===== src/rtl/cpu_pkg.sv =====
// cpu_pkg: shared widths, types and constants for the operand-fetch slice.
package cpu_pkg;
    localparam int RWIDTH = 6;
    localparam int DWIDTH = 32;
    typedef logic [RWIDTH-1:0] reg_addr_t;
    typedef logic [DWIDTH-1:0] word_t;
    localparam reg_addr_t ZERO_REG = '0;
endpackage


===== src/rtl/regfile_scoreboard.sv =====
// regfile_scoreboard: per-register busy bits with a running popcount.
module regfile_scoreboard
    import cpu_pkg::*;
(
    input  logic             clk,
    input  logic             rst,
    input  logic             set_en,
    input  reg_addr_t        set_addr,
    input  logic             clr_en,
    input  reg_addr_t        clr_addr,
    input  reg_addr_t        look1_addr,
    input  reg_addr_t        look2_addr,
    output logic             look1_busy,
    output logic             look2_busy,
    output logic [RWIDTH:0]  count
);
    logic [2**RWIDTH-1:0] busy_q, busy_d;
    logic [RWIDTH:0]      cnt_q, cnt_d;
    logic                 set_new, clr_eff;

    // A set on the same register as a clear wins, so the clear is suppressed.
    always_comb begin
        set_new = set_en && set_addr != ZERO_REG && !busy_q[set_addr];
        clr_eff = clr_en && clr_addr != ZERO_REG && busy_q[clr_addr]
                  && !(set_en && set_addr == clr_addr);
        busy_d = busy_q;
        if (clr_eff) busy_d[clr_addr] = 1'b0;
        if (set_en && set_addr != ZERO_REG) busy_d[set_addr] = 1'b1;
        cnt_d = cnt_q + (RWIDTH+1)'(set_new) - (RWIDTH+1)'(clr_eff);
    end

    always_ff @(posedge clk) begin
        if (rst) begin
            busy_q <= '0;
            cnt_q  <= '0;
        end else begin
            busy_q <= busy_d;
            cnt_q  <= cnt_d;
        end
    end

    assign look1_busy = busy_q[look1_addr];
    assign look2_busy = busy_q[look2_addr];
    assign count      = cnt_q;
endmodule


===== src/rtl/operand_fetch_32bit.sv =====
// operand_fetch_32bit: issue handshake, writeback bypass and registered
// operand stage in front of execute, gated by a register scoreboard.
module operand_fetch_32bit
    import cpu_pkg::*;
(
    input  logic             clk,
    input  logic             rst,
    input  logic             issue_valid,
    output logic             issue_ready,
    input  reg_addr_t        issue_rs1,
    input  reg_addr_t        issue_rs2,
    input  reg_addr_t        issue_rd,
    input  logic             issue_wr,
    output reg_addr_t        ra1,
    output reg_addr_t        ra2,
    input  word_t            rd1,
    input  word_t            rd2,
    input  logic             wb_we,
    input  reg_addr_t        wb_wa,
    input  word_t            wb_wd,
    output logic             op_valid,
    input  logic             op_ready,
    output word_t            op_a,
    output word_t            op_b,
    output reg_addr_t        op_rd,
    output logic             op_wr,
    output logic [RWIDTH:0]  pending_cnt
);
    logic      busy1, busy2, byp1, byp2, accept;
    word_t     opa_d, opb_d;
    logic      op_valid_q, op_wr_q;
    word_t     op_a_q, op_b_q;
    reg_addr_t op_rd_q;

    assign ra1 = issue_rs1;
    assign ra2 = issue_rs2;

    regfile_scoreboard u_sb (
        .clk        (clk),
        .rst        (rst),
        .set_en     (accept && issue_wr),
        .set_addr   (issue_rd),
        .clr_en     (wb_we),
        .clr_addr   (wb_wa),
        .look1_addr (issue_rs1),
        .look2_addr (issue_rs2),
        .look1_busy (busy1),
        .look2_busy (busy2),
        .count      (pending_cnt)
    );

    always_comb begin
        byp1        = wb_we && wb_wa == issue_rs1;
        byp2        = wb_we && wb_wa == issue_rs2;
        opa_d       = issue_rs1 == ZERO_REG ? '0 : byp1 ? wb_wd : rd1;
        opb_d       = issue_rs2 == ZERO_REG ? '0 : byp2 ? wb_wd : rd2;
        issue_ready = !(busy1 && !byp1) && !(busy2 && !byp2) && (!op_valid_q || op_ready);
        accept      = issue_valid && issue_ready;
    end

    always_ff @(posedge clk) begin
        if (rst) begin
            op_valid_q <= 1'b0;
            op_a_q     <= '0;
            op_b_q     <= '0;
            op_rd_q    <= '0;
            op_wr_q    <= 1'b0;
        end else if (accept) begin
            op_valid_q <= 1'b1;
            op_a_q     <= opa_d;
            op_b_q     <= opb_d;
            op_rd_q    <= issue_rd;
            op_wr_q    <= issue_wr;
        end else if (op_ready) begin
            op_valid_q <= 1'b0;
        end
    end

    assign op_valid = op_valid_q;
    assign op_a     = op_a_q;
    assign op_b     = op_b_q;
    assign op_rd    = op_rd_q;
    assign op_wr    = op_wr_q;
endmodule


===== config.mk =====
export PLATFORM = sky130hd
export DESIGN_NAME = operand_fetch_32bit
export DESIGN_NICKNAME = d
export VERILOG_FILES = /design/src/rtl/cpu_pkg.sv /design/src/rtl/regfile_scoreboard.sv /design/src/rtl/operand_fetch_32bit.sv
export SDC_FILE = /design/constraint.sdc
export NUM_CORES = 1
export LEC_CHECK = 0
export ABC_AREA = 0
export BUFFER_PORTS_ARGS = -buffer_cell sky130_fd_sc_hd__clkbuf_2
export CORE_MARGIN = 5
export CORE_UTILIZATION = 59
export DETAILED_ROUTE_END_ITERATION = 12
export PLACE_DENSITY = 0.92
export SYNTH_ARGS = -nofsm -noshare
export SYNTH_HDL_FRONTEND = slang
export SYNTH_SLANG_ARGS = --single-unit
export TNS_END_PERCENT = 50

===== constraint.sdc =====
create_clock -name clk -period 15.9 [get_ports clk]
set_clock_uncertainty 0.15 [all_clocks]
set_input_delay 3.18 -clock clk [delete_from_list [all_inputs] [get_ports clk]]
set_output_delay 3.18 -clock clk [all_outputs]
set_load 0.005 [all_outputs]

==> impl_results.md <==
- Total GRT Usage: 36.2%
- Max_slew headroom: 37.6%
- RSZ-0062 raised after global routing: false
- Post-synthesis net count: 1136
- Combinational power share: 19.5%
- Startpoint types: input pin
- Yosys warns: 0
- Cell taking the most area after synthesis: dfxtp_1
- Number of nets in the layout: 1271
- DRT Pass-1 Iters: 8
- Worst-Skew Late Latency: 0.43 ns
- WS Path Type: in2out
- Worst Path Arrival: 5.70 ns
- Syn-to-layout area delta: 16.8%
- Vias post-DR: 9312
- Final ANT Viol Nets: 0
- CTS tree: built
- Worst-path clk slew: 0.06 ns
- Cell area after technology mapping: 9090 µm²
- Initial DRC count: 1132
- Psw: 300 µW
- Clock power frac: 40.6%
- Critical path startpoint: wb_wa[0]
- Top delay family on crit path: buffers and inverters
- H-tree Lvls: 4
- Wire length per cell: 25.2 µm
- CTS buffer count: 17
- Global-route wire length before repair: 50600 µm
- Number of flops mapped to enable cells by yosys: 0
- Layout cell share with drive strength beyond 1: 28.3%
- Core area: 15100 µm²
- Pwr dens: 91.7 nW/µm²
- Initial antenna violation count: 2
- GRT Residual Overflow: 0
- Fin. Hold Viols: 0
- Fraction of registers with async set/reset: 0%
- CP Max Fanout: 33
- Post-Synthesis Cells: 1002
- Area contributors post-synth: dfxtp_1 31%, mux4_2 10%, mux2i_1 9.4%, o31ai_1 8.4%, nand3_1 4.8%
- Critical R2R Launch: u_sb.busy_q[32]$_SDFF_PP0_
- Internal power: 674 µW
- Wirelength, routed: 33800 µm
- Yosys top cell area share: 31.5%
- Hold path startpoint: op_rd[4]$_SDFFE_PP0N_
- Hold slack: 0.304 ns
- Synth top cells by count: 143 x dfxtp_1, 102 x o31ai_1, 87 x nand3_1
- Max Clk Rate: 0.111 GHz
- Worst setup margin: 6.87 ns
- Place WS: 6.88 ns
- Longest Clk Path Bufs: 2
- Flop and latch count out of synthesis: 143
- Placement Cell Area: 10000 µm²
- Sequential area share after synthesis: 31.5%
- Average vias per placed instance: 6.94
- Pin count of the biggest net entering global routing: 105
- I/O pins: 218
- Final setup viols: 0
- Top-count cell post-synth: dfxtp_1
- Period utilization: 56.8%
- Switching Fraction: 30.8%
- Max-slew violations: 0
- Die Y: 134 µm
- Max incr delay on CP: 0.61 ns
- Clock root buffer: clkbuf_16
- Max_cap viols: 0
- Main synth FF type: dfxtp_1
- Rows: 45
- Most used cell, CP: clkbuf_2
- Outcome: complete, no violations
- Critical Path Slowest Stage Cell: clkbuf_2
- Die W: 134 µm
- Fin Setup TNS: 0 ns
- Leakage: 3.96 nW
- Hold buffers post-CTS: 0
- Starting density of the core: 60.0%
- Tmin final: 9.03 ns
- Worst-Margin Slew: 0.936 ns
- Sequential Power Share: 39.9%
- Crit path required time: 12.57 ns
- CP Cell Sequence: clkbuf_2 > xnor2_1 > nand4_1 > nor4_4 > buf_4 > and4b_1 > nor3b_1 > clkbuf_2
- Hold crit path type: reg2reg
- # resized after CTS: 0
- # DRC: 0
- Die area: 18000 µm²
- Crit end category: primary output
- Worst path bufs/invs: 3
- I/O Buffers: 217
- # clock sinks: 143
- Cell variety after synth: 65
- Routability cong.: 1.02
- Vias in the first global route: 8861
- Avg Cell Area, Syn: 9.08 µm²
- Design Area, Final: 10600 µm²
- VDD IR-drop max: 0.102 mV
- Post-CTS Setup Bufs: 0
- Post-DP HPWL: 23900 µm
## kinds of logic (layout without fill, tap and decap cells)
| group | Yosys count | in the layout | synth area share (%) |
|---|---|---|---|
| AO/OA/AOI/OAI | 266 | 266 | 20.9 |
| AND/OR/NAND/NOR | 247 | 247 | 14.0 |
| buffers and inverters | 170 | 318 | 7.87 |
| multiplexers | 144 | 144 | 22.2 |
| flip-flops | 143 | 143 | 31.5 |
| XOR/XNOR | 24 | 24 | 2.31 |
| adder cells (fa/ha/maj) | 8 | 8 | 1.18 |
| other | 0 | 3 | 0 |
## worst register-to-register path: stages (launching register included)
cell	delay, ns
dfxtp_1	0.41
mux4_2	0.52
mux2i_1	0.22
o32ai_1	0.12
or3_1	0.33
a221o_1	0.49
nand2_1	0.35
nor3_1	0.17
ha_1	0.30
inv_1	0.04
ha_1	0.22
fa_1	0.42
a21o_1	0.18
a21oi_1	0.22
o21bai_1	0.09
a21oi_1	0.17
xnor2_1	0.14
nor2_1	0.05
## layer usage
metal	share of wire (%)	vias to the layer above	track usage [%]
met5	0	-	0
met4	6.2	0	20.9
met3	11	157	9.53
met2	46	684	56.7
met1	36	4367	45.3
li1	-	4104	-
## final timing paths
path / to / slack (ns) / depth (start not counted)
worst max-delay path: issue_ready / 6.87 / 8
worst min register to register: op_rd[4]$_SDFFE_PP0N_ / 0.30 / 2
worst max register to register: u_sb.count[6]$_SDFF_PP0_ / 11.17 / 17
worst min-delay path: op_rd[4]$_SDFFE_PP0N_ / 0.30 / 2
## power by group through the flow
stage | Combinational, mW | Sequential, mW | Clock (mW)
floorplan | 0.119 | 0.396 | 0
detailed placement | 0.185 | 0.396 | 0
CTS | 0.188 | 0.388 | 0.398
global placement | 0.181 | 0.395 | 0
global route | 0.206 | 0.390 | 0.413
finish | 0.190 | 0.388 | 0.396
## registers in the layout, summed over array words and instances, names as in the netlist
register	count
u_sb.busy_q	64
op_rd	6
op_wr	1
op_a	32
u_sb.count	7
op_b	32
op_valid	1
## area by class of cell
cell class | count | area (µm²)
sequential | 143 | 2860
clock buffer | 17 | 425
multi-input combinational | 689 | 5560
inverter | 61 | 230
tap | 188 | 235
antenna | 3 | 7.51
fill | 1185 | 4530
clock inverter | 15 | 153
timing repair buffer | 225 | 1150
## layout by cell type, fill, tap and decap left out, types with 5 or more instances in the layout
| cell type | instances |
|---|---|
| xor2_1 | 10 |
| o21ai_0 | 20 |
| nand4_1 | 13 |
| o22ai_1 | 45 |
| nor2_1 | 24 |
| inv_1 | 58 |
| or3_1 | 5 |
| mux2_2 | 15 |
| o31a_1 | 14 |
| o211ai_1 | 6 |
| nor3_1 | 16 |
| nor2b_1 | 13 |
| clkbuf_16 | 17 |
| a22o_1 | 14 |
| buf_4 | 8 |
| nand3_1 | 87 |
| nor3b_1 | 5 |
| inv_6 | 5 |
| mux4_2 | 42 |
| a21oi_1 | 24 |
| clkbuf_2 | 217 |
| ha_1 | 7 |
| mux2i_1 | 85 |
| a221oi_1 | 6 |
| xnor2_1 | 14 |
| o31ai_1 | 101 |
| dfxtp_1 | 143 |
| nand2_1 | 55 |
| o41ai_1 | 5 |
## per-stage QoR
step                instances  utilization [%]  power [mW]
CTS                      1338             70.1       0.973
global placement         1306             66.2       0.576
finish                   1341             70.1       0.973
global route             1340             70.1        1.01
detailed placement       1306             66.2       0.581
floorplan                1002                -       0.515
Note: power is estimated with default switching activity, not from simulation.
